File: src/rtl/bird_pkg.sv
// Shared definitions for the bird game datapath: control-FSM state codes,
// draw-sequence phases, screen geometry and colours.
package bird_pkg;

  localparam int SCREEN_W = 160;
  localparam int SCREEN_H = 120;
  localparam int COLOUR_W = 3;

  localparam logic [COLOUR_W-1:0] BIRD_COLOUR = 3'b110;
  localparam logic [COLOUR_W-1:0] BG_COLOUR   = 3'b000;

  // Encodings must match the control FSM that drives the state input.
  typedef enum logic [2:0] {
    ST_START   = 3'b001,
    ST_RAISING = 3'b010,
    ST_FALLING = 3'b011,
    ST_STOP    = 3'b100,
    ST_DRAW    = 3'b111
  } bird_state_e;

  typedef enum logic [1:0] {
    PH_IDLE  = 2'd0,
    PH_ERASE = 2'd1,
    PH_PAINT = 2'd2
  } draw_phase_e;

endpackage

File: src/rtl/sprite_box_scanner.sv
// Walks a SIZE x SIZE box one pixel per clock, row-major with the column in the
// index LSBs. A start on the done cycle chains a new box with no gap cycle.
module sprite_box_scanner
  import bird_pkg::*;
#(
  parameter int SIZE = 4
) (
  input  logic                clk,
  input  logic                reset,
  input  logic                start,
  input  logic [7:0]          x0,
  input  logic [6:0]          y0,
  input  logic [COLOUR_W-1:0] colour,
  output logic [7:0]          x,
  output logic [6:0]          y,
  output logic [COLOUR_W-1:0] pixel_colour,
  output logic                plot,
  output logic                done
);

  localparam int CW = (SIZE > 1) ? $clog2(SIZE) : 1;
  localparam int IW = 2 * CW;
  localparam logic [IW-1:0] LAST = IW'(SIZE * SIZE - 1);

  logic [7:0]    base_x;
  logic [6:0]    base_y;
  logic [IW-1:0] idx;
  logic [IW-1:0] nidx;
  logic [CW-1:0] ncol;
  logic [CW-1:0] nrow;

  assign done = plot && (idx == LAST);
  assign nidx = idx + IW'(1);
  assign ncol = nidx[CW-1:0];
  assign nrow = nidx[IW-1:CW];

  // Pixel outputs are registered and simply hold once the box completes.
  always_ff @(posedge clk or posedge reset) begin
    if (reset) begin
      base_x       <= '0;
      base_y       <= '0;
      idx          <= '0;
      x            <= '0;
      y            <= '0;
      pixel_colour <= '0;
      plot         <= 1'b0;
    end else if (start) begin
      base_x       <= x0;
      base_y       <= y0;
      idx          <= '0;
      x            <= x0;
      y            <= y0;
      pixel_colour <= colour;
      plot         <= 1'b1;
    end else if (done) begin
      plot <= 1'b0;
    end else if (plot) begin
      idx <= nidx;
      x   <= base_x + 8'(ncol);
      y   <= base_y + 7'(nrow);
    end
  end

endmodule

File: src/rtl/bird_datapath.sv
// Bird datapath: moves the sprite on frame ticks, reports flag/touched to the
// control FSM, and erases/repaints the sprite box through one box scanner.
module bird_datapath
  import bird_pkg::*;
#(
  parameter int BIRD_X    = 20,
  parameter int BIRD_SIZE = 4,
  parameter int Y_START   = 56,
  parameter int TOP_Y     = 2,
  parameter int FLOOR_Y   = 115,
  parameter int RISE_STEP = 2,
  parameter int FALL_STEP = 1,
  parameter int RISE_MAX  = 16,
  parameter int PIPE_W    = 10
) (
  input  logic                clk,
  input  logic                reset,
  input  logic [2:0]          state,
  input  logic                frame_tick,
  input  logic [7:0]          pipe_x,
  input  logic [6:0]          gap_top,
  input  logic [6:0]          gap_bot,
  output logic                flag,
  output logic                touched,
  output logic [6:0]          bird_y,
  output logic [7:0]          vga_x,
  output logic [6:0]          vga_y,
  output logic [COLOUR_W-1:0] vga_colour,
  output logic                plot,
  output logic                busy
);

  localparam logic [8:0] TOP9   = 9'(TOP_Y);
  localparam logic [8:0] RISE9  = 9'(RISE_STEP);
  localparam logic [8:0] FALL9  = 9'(FALL_STEP);
  localparam logic [8:0] LOW9   = 9'(FLOOR_Y - BIRD_SIZE + 1);
  localparam logic [8:0] FLOOR9 = 9'(FLOOR_Y);
  localparam logic [8:0] SZ9    = 9'(BIRD_SIZE);
  localparam logic [8:0] BX9    = 9'(BIRD_X);
  localparam logic [8:0] PW9    = 9'(PIPE_W);
  localparam logic [7:0] RSTEP8 = 8'(RISE_STEP);
  localparam logic [7:0] RMAX8  = 8'(RISE_MAX);
  localparam logic [6:0] YST7   = 7'(Y_START);
  localparam logic [6:0] TOP7   = 7'(TOP_Y);

  logic [6:0]  bird_y_q;
  logic [7:0]  rise_cnt_q;
  logic        flag_q;
  logic        touched_q;
  logic        move_q;
  logic        pending_q;
  draw_phase_e phase_q;
  draw_phase_e phase_d;

  logic        engaged;
  logic        accept;
  logic        scan_start;
  logic [6:0]  scan_y0;
  logic [COLOUR_W-1:0] scan_colour;
  logic        scan_done;

  logic [8:0]  y9;
  logic [8:0]  ny9;
  logic [8:0]  bot9;
  logic [8:0]  px9;
  logic [6:0]  y_new;
  logic [7:0]  rise_new;
  logic        flag_new;
  logic        x_overlap;
  logic        hit_floor;
  logic        hit_pipe;

  // Tick handshake: frame_tick is a one-cycle valid; the datapath is ready
  // when no move is in flight and no box is being drawn (engaged=0). A tick
  // seen while engaged is parked in a one-deep pending slot and replayed the
  // first ready cycle; ticks beyond that are dropped.
  assign busy    = (phase_q != PH_IDLE);
  assign engaged = move_q | busy;
  assign accept  = !engaged && (frame_tick || pending_q);

  always_comb begin
    y9       = {2'b00, bird_y_q};
    y_new    = bird_y_q;
    rise_new = rise_cnt_q;
    flag_new = flag_q;
    case (state)
      ST_RAISING: begin
        y_new    = (y9 >= TOP9 + RISE9) ? 7'(y9 - RISE9) : TOP7;
        rise_new = (rise_cnt_q >= RMAX8) ? rise_cnt_q : rise_cnt_q + RSTEP8;
        if (rise_cnt_q >= RMAX8 || bird_y_q == TOP7) flag_new = 1'b1;
      end
      ST_FALLING: begin
        y_new    = (y9 + FALL9 >= LOW9) ? 7'(LOW9) : 7'(y9 + FALL9);
        rise_new = '0;
        flag_new = 1'b0;
      end
      default: ;
    endcase
  end

  // Collision uses the post-move row in 9-bit arithmetic so nothing wraps.
  always_comb begin
    ny9       = {2'b00, y_new};
    bot9      = ny9 + SZ9 - 9'd1;
    px9       = {1'b0, pipe_x};
    hit_floor = (bot9 >= FLOOR9);
    x_overlap = (px9 <= BX9 + SZ9 - 9'd1) && (px9 + PW9 - 9'd1 >= BX9);
    hit_pipe  = x_overlap && ((ny9 < {2'b00, gap_top}) || (bot9 > {2'b00, gap_bot}));
  end

  always_ff @(posedge clk or posedge reset) begin
    if (reset) begin
      move_q     <= 1'b0;
      pending_q  <= 1'b0;
      bird_y_q   <= YST7;
      rise_cnt_q <= '0;
      flag_q     <= 1'b0;
      touched_q  <= 1'b0;
    end else begin
      move_q <= accept;
      if (accept) pending_q <= 1'b0;
      else if (frame_tick && engaged) pending_q <= 1'b1;
      if (move_q) begin
        if (state == ST_START) begin
          bird_y_q   <= YST7;
          rise_cnt_q <= '0;
          flag_q     <= 1'b0;
          touched_q  <= 1'b0;
        end else begin
          bird_y_q   <= y_new;
          rise_cnt_q <= rise_new;
          flag_q     <= flag_new;
          touched_q  <= touched_q | hit_floor | hit_pipe;
        end
      end
    end
  end

  always_ff @(posedge clk or posedge reset) begin
    if (reset) phase_q <= PH_IDLE;
    else       phase_q <= phase_d;
  end

  // The erase is launched during the move cycle, while bird_y_q still holds
  // the old row; the paint is chained on the erase's last pixel.
  always_comb begin
    phase_d     = phase_q;
    scan_start  = 1'b0;
    scan_y0     = bird_y_q;
    scan_colour = BG_COLOUR;
    case (phase_q)
      PH_IDLE: begin
        if (move_q) begin
          scan_start = 1'b1;
          phase_d    = PH_ERASE;
        end
      end
      PH_ERASE: begin
        if (scan_done) begin
          scan_start  = 1'b1;
          scan_colour = BIRD_COLOUR;
          phase_d     = PH_PAINT;
        end
      end
      PH_PAINT: begin
        if (scan_done) phase_d = PH_IDLE;
      end
      default: phase_d = PH_IDLE;
    endcase
  end

  sprite_box_scanner #(
    .SIZE(BIRD_SIZE)
  ) u_scanner (
    .clk          (clk),
    .reset        (reset),
    .start        (scan_start),
    .x0           (8'(BIRD_X)),
    .y0           (scan_y0),
    .colour       (scan_colour),
    .x            (vga_x),
    .y            (vga_y),
    .pixel_colour (vga_colour),
    .plot         (plot),
    .done         (scan_done)
  );

  assign bird_y  = bird_y_q;
  assign flag    = flag_q;
  assign touched = touched_q;

endmodule

File: config.mk
export PLATFORM = sky130hd
export DESIGN_NAME = bird_datapath
export DESIGN_NICKNAME = d
export VERILOG_FILES = /design/src/rtl/bird_pkg.sv /design/src/rtl/sprite_box_scanner.sv /design/src/rtl/bird_datapath.sv
export SDC_FILE = /design/constraint.sdc
export NUM_CORES = 1
export LEC_CHECK = 0
export ABC_CLOCK_PERIOD_IN_PS = 4420
export CAP_MARGIN = 5
export CELL_PAD_IN_SITES_DETAIL_PLACEMENT = 1
export CELL_PAD_IN_SITES_GLOBAL_PLACEMENT = 1
export CORE_ASPECT_RATIO = 1.2
export CORE_MARGIN = 1.5
export CORE_UTILIZATION = 44
export CTS_BUF_LIST = sky130_fd_sc_hd__clkbuf_4 sky130_fd_sc_hd__clkbuf_8
export DETAILED_ROUTE_END_ITERATION = 16
export GPL_TIMING_DRIVEN = 0
export PLACE_DENSITY_LB_ADDON = 0.1
export RECOVER_POWER = 50
export SYNTH_ARGS = -nofsm -noshare
export SYNTH_HDL_FRONTEND = slang
export SYNTH_HIERARCHICAL = 1
export SYNTH_SLANG_ARGS = --single-unit
File: constraint.sdc
create_clock -name clk -period 4.42 [get_ports clk]
set_input_delay 1.105 -clock clk [delete_from_list [all_inputs] [get_ports clk]]
set_output_delay 1.105 -clock clk [all_outputs]
set_load 0.1 [all_outputs]
Yosys cells after proc, flatten, opt, wreduce, memory -nomap -nowiden
Index checks and enable logic that the tools add are counted.
Widths: inputs -> output; s select.
{ "totals": {"inputBits": 28, "output_inout_bits": 29, "reg_bits": 52} }
{ "op_classes": {"bitwise_logic": 3, "order_cmp": 8, "reduce_logical": 19, "eq_ne": 13, "n_mux": 33, "addsub": 10} }
{ "op_table": {"columns": ["op", "count"], "rows": [
  ["$mux 7", 6],
  ["$mux 8", 5],
  ["$ge 9x7->1 const B", 2],
  ["$pmux 8 s2", 1],
  ["$pmux 7 s2", 1],
  ["$mux 4", 3],
  ["$add 8x4->9 const B", 1],
  ["$ge 9x5->1 const B", 1],
  ["$gt 9x7->1", 1],
  ["$mux 1", 9],
  ["$reduce_and 3->1", 3],
  ["$sub 8x1->9 const B", 1],
  ["$sub 9x1->9 const B", 1],
  ["$add 7x1->8 const B", 1],
  ["$add 7x3->8 const B", 1],
  ["$add 8x2->8 const B", 1],
  ["$ge 8x5->1 const B", 1],
  ["$le 8x5->1 const B", 1],
  ["$ne 2x2->1 const B", 4],
  ["$reduce_bool 2->1", 4],
  ["$add 7x2->7", 1],
  ["$eq 7x2->1 const B", 1],
  ["$ge 7x3->1 const B", 1],
  ["$lt 7x7->1", 1],
  ["20 further kinds", 34]
]} }

Longest topological paths before layout
Gate-level depths: netlist of the first run.
{ "logic_depth": {"word_depth": 11, "mapped_depth": 17, "depth_no_buf": 16} }

Modules after synthesis
Netlist of the first run, hierarchy kept.
{ "by_module_without_submodules": {"columns": ["module", "cells_each", "n_inst", "area_each_um2"], "rows": [
  ["bird_datapath", 251, 1, 2065.7],
  ["sprite_box_scanner", 179, 1, 1880.6]
]} }

Worst setup path after synthesis of the first run
Ideal clock, no wire load.
{ "synth_timing": {"kind": "reg-to-reg", "start": "reg bird_y_q[1], in the netlist bird_y[1]", "end": "reg touched_q, in the netlist touched", "period_less_slack_ns": 3.987, "arrival_time_ns": 3.866, "path_stages_with_launch": 16, "t_required_ns": 4.298, "path_slack_ns": 0.433, "path_cell_list": "dfrtp_1 ha_1 nand3_1 or3b_4 a311oi_1 or2_4 ha_1 nor3_2 xnor2_1 ha_1 o21a_1 o21ai_0 a21oi_1 o221ai_1 o211ai_1 a32o_1"} }
{ "synth_between": {"elab_chain_cells": 11} }
{ "synth_rtl": {"columns": ["element", "line", "rtl"], "rows": [
  ["start: declaration", "bird_datapath.sv:46", "logic [6:0] bird_y_q;"],
  ["start signal: assignment", "bird_datapath.sv:130", "bird_y_q <= y_new;"],
  ["$add 7x1->8", "bird_datapath.sv:93", "y_new = (y9 + FALL9 >= LOW9) ? 7'(LOW9) : 7'(y9 + FALL9);"],
  ["$ge 9x7->1", "bird_datapath.sv:93", null],
  ["$mux 7", "bird_datapath.sv:93", null],
  ["$pmux 7 s2 *", "bird_datapath.sv:86", "case (state)"],
  ["$add 7x3->8", "bird_datapath.sv:104", "bot9 = ny9 + SZ9 - 9'd1;"],
  ["$sub 8x1->9", "bird_datapath.sv:104", null],
  ["$gt 9x7->1", "bird_datapath.sv:108", "hit_pipe = x_overlap && ((ny9 < {2'b00, gap_top}) || (bot9 > {2'b00, gap_bot}));"],
  ["$logic_or 1x1->1", "bird_datapath.sv:108", null],
  ["$logic_and 1x1->1", "bird_datapath.sv:108", null],
  ["$or 1x1->1 *", "bird_datapath.sv:133", "touched_q <= touched_q | hit_floor | hit_pipe;"],
  ["$mux 1 *", "bird_datapath.sv:124", "if (state == ST_START) begin"],
  ["end signal: assignment", "bird_datapath.sv:133", null],
  ["end: declaration", "bird_datapath.sv:49", "logic touched_q;"]
]} }
Every way passes the cells marked *; elsewhere a longest branch is shown, timed or not.
A chain may end at the register's enable or synchronous reset.

Final worst setup path of the first run
{ "layout_timing": {"start": "in state[0]", "end": "reg touched_q, in the netlist touched"} }
{ "layout_between": {"elab_chain_cells": 9} }
{ "layout_rtl": {"columns": ["element", "line", "rtl"], "rows": [
  ["start: declaration", "bird_datapath.sv:18", "input logic [2:0] state,"],
  ["$eq 3x2->1", "bird_datapath.sv:86", null],
  ["$pmux 7 s2", "bird_datapath.sv:86", null],
  ["$add 7x3->8", "bird_datapath.sv:104", null],
  ["$sub 8x1->9", "bird_datapath.sv:104", null],
  ["$gt 9x7->1", "bird_datapath.sv:108", null],
  ["$logic_or 1x1->1", "bird_datapath.sv:108", null],
  ["$logic_and 1x1->1", "bird_datapath.sv:108", null],
  ["$or 1x1->1", "bird_datapath.sv:133", null],
  ["$mux 1 *", "bird_datapath.sv:124", null]
]} }
Marks and branches as above.

==> flow_summary.yaml, run 1 <==
outcome:
  violations: "max-capacitance violations"
  status: "finished with violations"
critical_path:
  cp-end-kind: "flop"
  cp.required_ns: 4.64
  cp_data_arrival_time_ns: 4.48
  worstPathMaxFanout: 10
  worstSetupPathType: "in2reg"
  cp-start-kind: "input port"
timing:
  fin_crit_ns: 4.25
  fin_crit_sh_pct: 96.2
  maxSlewViolCount: 0
  tns_ns: 0
  fmax_ghz: 0.235
  maxSlewHeadroom_pct: 1.58
  finalHoldViolations: 0
  tightestPinTransition_ns: 1.47
  setup_violations: 0
  fin_skew_ns: 0.0148
pwr:
  power.density_nw_per_um2: 831
  p_leak_nw: 2.23
  ir_drop_v: 0.000315
global_route:
  grt_max_degree: 39
  grt_pass1_vias: 3574
  grtUsageTotal_pct: 24.1
  antenna_found_initial: 0
  grt_overflow_total: 0
  grt_first_pass_wirelength_um: 17500
synth:
  synth-seq-cells: 58
  seq_area_frac_synth_pct: 36.9
  syn_area_per_cell_um2: 9.18
  yosysTopAreaCell: "dfrtp_1"
  ys_async_sr_fraction_pct: 100
  ys.flop_type: "dfrtp_1"
  synth_edf_count: 0
  yosysMostFrequentCell: "dfrtp_1"
  synth_cell_types: 76
  syn_area_um2: 3950
  synthTopCellsByArea: "dfrtp_1 35%, ha_1 8.2%, inv_1 4.9%"
  ys_warn_count: 6
  synthTopCellsByCount: "55 x dfrtp_1, 52 x inv_1, 30 x nand2_1"
  synthCells: 430
  synth_top_area_share_pct: 34.9
place:
  dpl.hpwl_um: 8110
  place.gp.congestion: 0.898
  port_buffers: 56
  dpl_cell_area_um2: 4680
route:
  dr.first_iter.drc_count: 119
  drc: 0
  dr.pass1.iters: 4
  dr_total_vias: 3452
  wl_um: 11000
  postRouteAntennaNets: 0
  wire_per_inst_um: 17.4
  viasPerCell: 5.47
floorplan:
  core_area_um2: 8660
  die_w_um: 89.5
  rows: 37
  start_util_pct: 45.6
  die_h_um: 107
  ios: 57
  dieArea_um2: 9550
clock_tree:
  cts_buffer_depth: 2
  clk_pin_slew_ns: 0.07
  htreeDepth: 3
  root_buffer: "clkbuf_8"
  cts_buffers: 9
  insertion_delay_ns: 0.34
  postCtsHoldBufs: 0
  cts_tree: "done"
  clock_sinks: 58
final_layout:
  diodes: 0
  fillCellCount: 1037
  syn2layout_area_growth_pct: 25.7
  fin_nets: 565
  multiInputGateArea_um2: 2220
  finalInstanceArea_um2: 4960
  layout-drive-gt1-share_pct: 14.0
  seq_area_um2: 1460
  final_util_pct: 57.3
run:
  maxCapViolations: 1
min_path:
  hold_path_class: "reg2reg"
-- metal layers --
metal / vias up / part of all wire [%] / GRT usage [%]
met2: 54 / 55 / 43.1
met4: 0 / 1.7 / 7.69
met3: 14 / 1.8 / 4.31
met5: - / 0 / 0
met1: 1727 / 42 / 28.7
li1: 1657 / - / -
-- final timing paths --
path | startpoint | endpoint | slack, ns | cells past startpoint
setup reg to reg | bird_y[1] | touched | 0.45 | 15
max in group asynchronous | reset | u_scanner/y[2] | 1.88 | 2
min in group asynchronous | reset | move_q | 1.36 | 2
hold / removal | pending_q | pending_q | 0.49 | 2
hold reg to reg | pending_q | pending_q | 0.49 | 2
setup / recovery | state[0] | touched | 0.17 | 16
-- kinds of logic (layout without fill, tap and decap cells) --
logic type	count (synthesis)	in the layout	synth area share [%]
simple gates	132	132	18.8
compound gates	103	103	17.9
buf+inv	71	147	7.96
flops	58	58	36.9
fa+ha+maj	28	28	9.26
mux	23	23	6.12
xor+xnor	13	13	2.89
other cells	2	10	0.190
-- metrics by stage --
step / setup slack [ns] / hold slack, ns / total power [mW] / cells
2_1_floorplan: 0.433 / 0.433 / 2.89 / 438
3_3_place_gp: -0.341 / 0.454 / 3.42 / 611
3_5_place_dp: -0.419 / 0.481 / 3.52 / 611
4_1_cts: 0.0623 / 0.497 / 4.10 / 627
5_1_grt: -0.0565 / 0.517 / 4.39 / 631
6_report: 0.166 / 0.490 / 4.12 / 631
-- power by group --
| group | internal, mW | switching (mW) |
|---|---|---|
| clock network | 0.334 | 0.230 |
| registers | 0.772 | 0.217 |
| logic | 0.857 | 1.71 |
| total | 1.96 | 2.16 |
-- sequential cells by signal (all words and copies together), names as in the netlist --
register / count
u_scanner/pixel_colour: 3
u_scanner/x: 8
pending_q: 1
u_scanner/idx: 4
u_scanner/plot: 1
rise_cnt_q: 7
phase_q: 2
bird_y: 7
u_scanner/y: 7
u_scanner/base_y: 7
u_scanner/base_x: 8
touched: 1
move_q: 1
flag: 1
-- worst max-delay path, cell delays in order --
cell             delay [ns]
clkdlybuf4s50_1        0.52
buf_2                  0.26
or2_2                  0.32
a21oi_1                0.29
a211oi_2               0.13
nor2_2                 0.28
nand3_1                0.12
nor2_1                 0.14
xnor2_1                0.14
ha_1                   0.27
o21a_1                 0.12
o21ai_0                0.17
a21oi_1                0.06
o221ai_1               0.20
o211ai_1               0.13
a32o_1                 0.22
-- what timing repair did --
action / CTS / global route
setup buffers: 0 / 4
pin swaps: 0 / 2
gates resized for setup: 1 / 8
endpoints found under the setup margin: 1 / 1
-- final cells by class --
class,count,area share [%]
Multi-Input combinational cell,309,44.8
Sequential cell,58,29.3
Clock buffer,10,2.77
Tap cell,117,2.95
Clock inverter,6,1.79
Buffer,17,2.27
Timing Repair Buffer,60,12.0
Inverter,54,4.09
-- layout by cell type, fill, tap and decap left out, drive strengths merged, types with 4 or more instances in the layout --
master | synthesis | routed
inv | 54 | 55
nor3b | 4 | 4
xor2 | 4 | 4
o22ai | 5 | 5
mux2i | 14 | 14
nor2b | 7 | 7
nor2 | 32 | 32
nand2 | 30 | 30
a21o | 5 | 5
o21ai | 35 | 35
o21a | 5 | 5
nand3 | 12 | 12
nor3 | 12 | 12
nand4 | 10 | 10
xnor2 | 9 | 9
clkdlybuf4s50 | 0 | 53
dfrtp | 55 | 55
ha | 26 | 26
a21oi | 16 | 16
buf | 14 | 18
o211ai | 5 | 5
mux2 | 9 | 9
conb | 2 | 10
clkbuf | 3 | 13
a31oi | 7 | 7
Power figures use the tool's default switching activity.
==> inputs of run 2 (changes only) <==
--- a/config.mk
+++ b/config.mk
@@ -13,6 +13,7 @@
 export CORE_MARGIN = 1.5
 export CORE_UTILIZATION = 44
 export CTS_BUF_LIST = sky130_fd_sc_hd__clkbuf_4 sky130_fd_sc_hd__clkbuf_8
+export CTS_CLUSTER_DIAMETER = 80
 export DETAILED_ROUTE_END_ITERATION = 16
 export GPL_TIMING_DRIVEN = 0
 export PLACE_DENSITY_LB_ADDON = 0.1
==> results of run 2 <==
The final DEF is identical to that of run 1; final timing and power are the same.
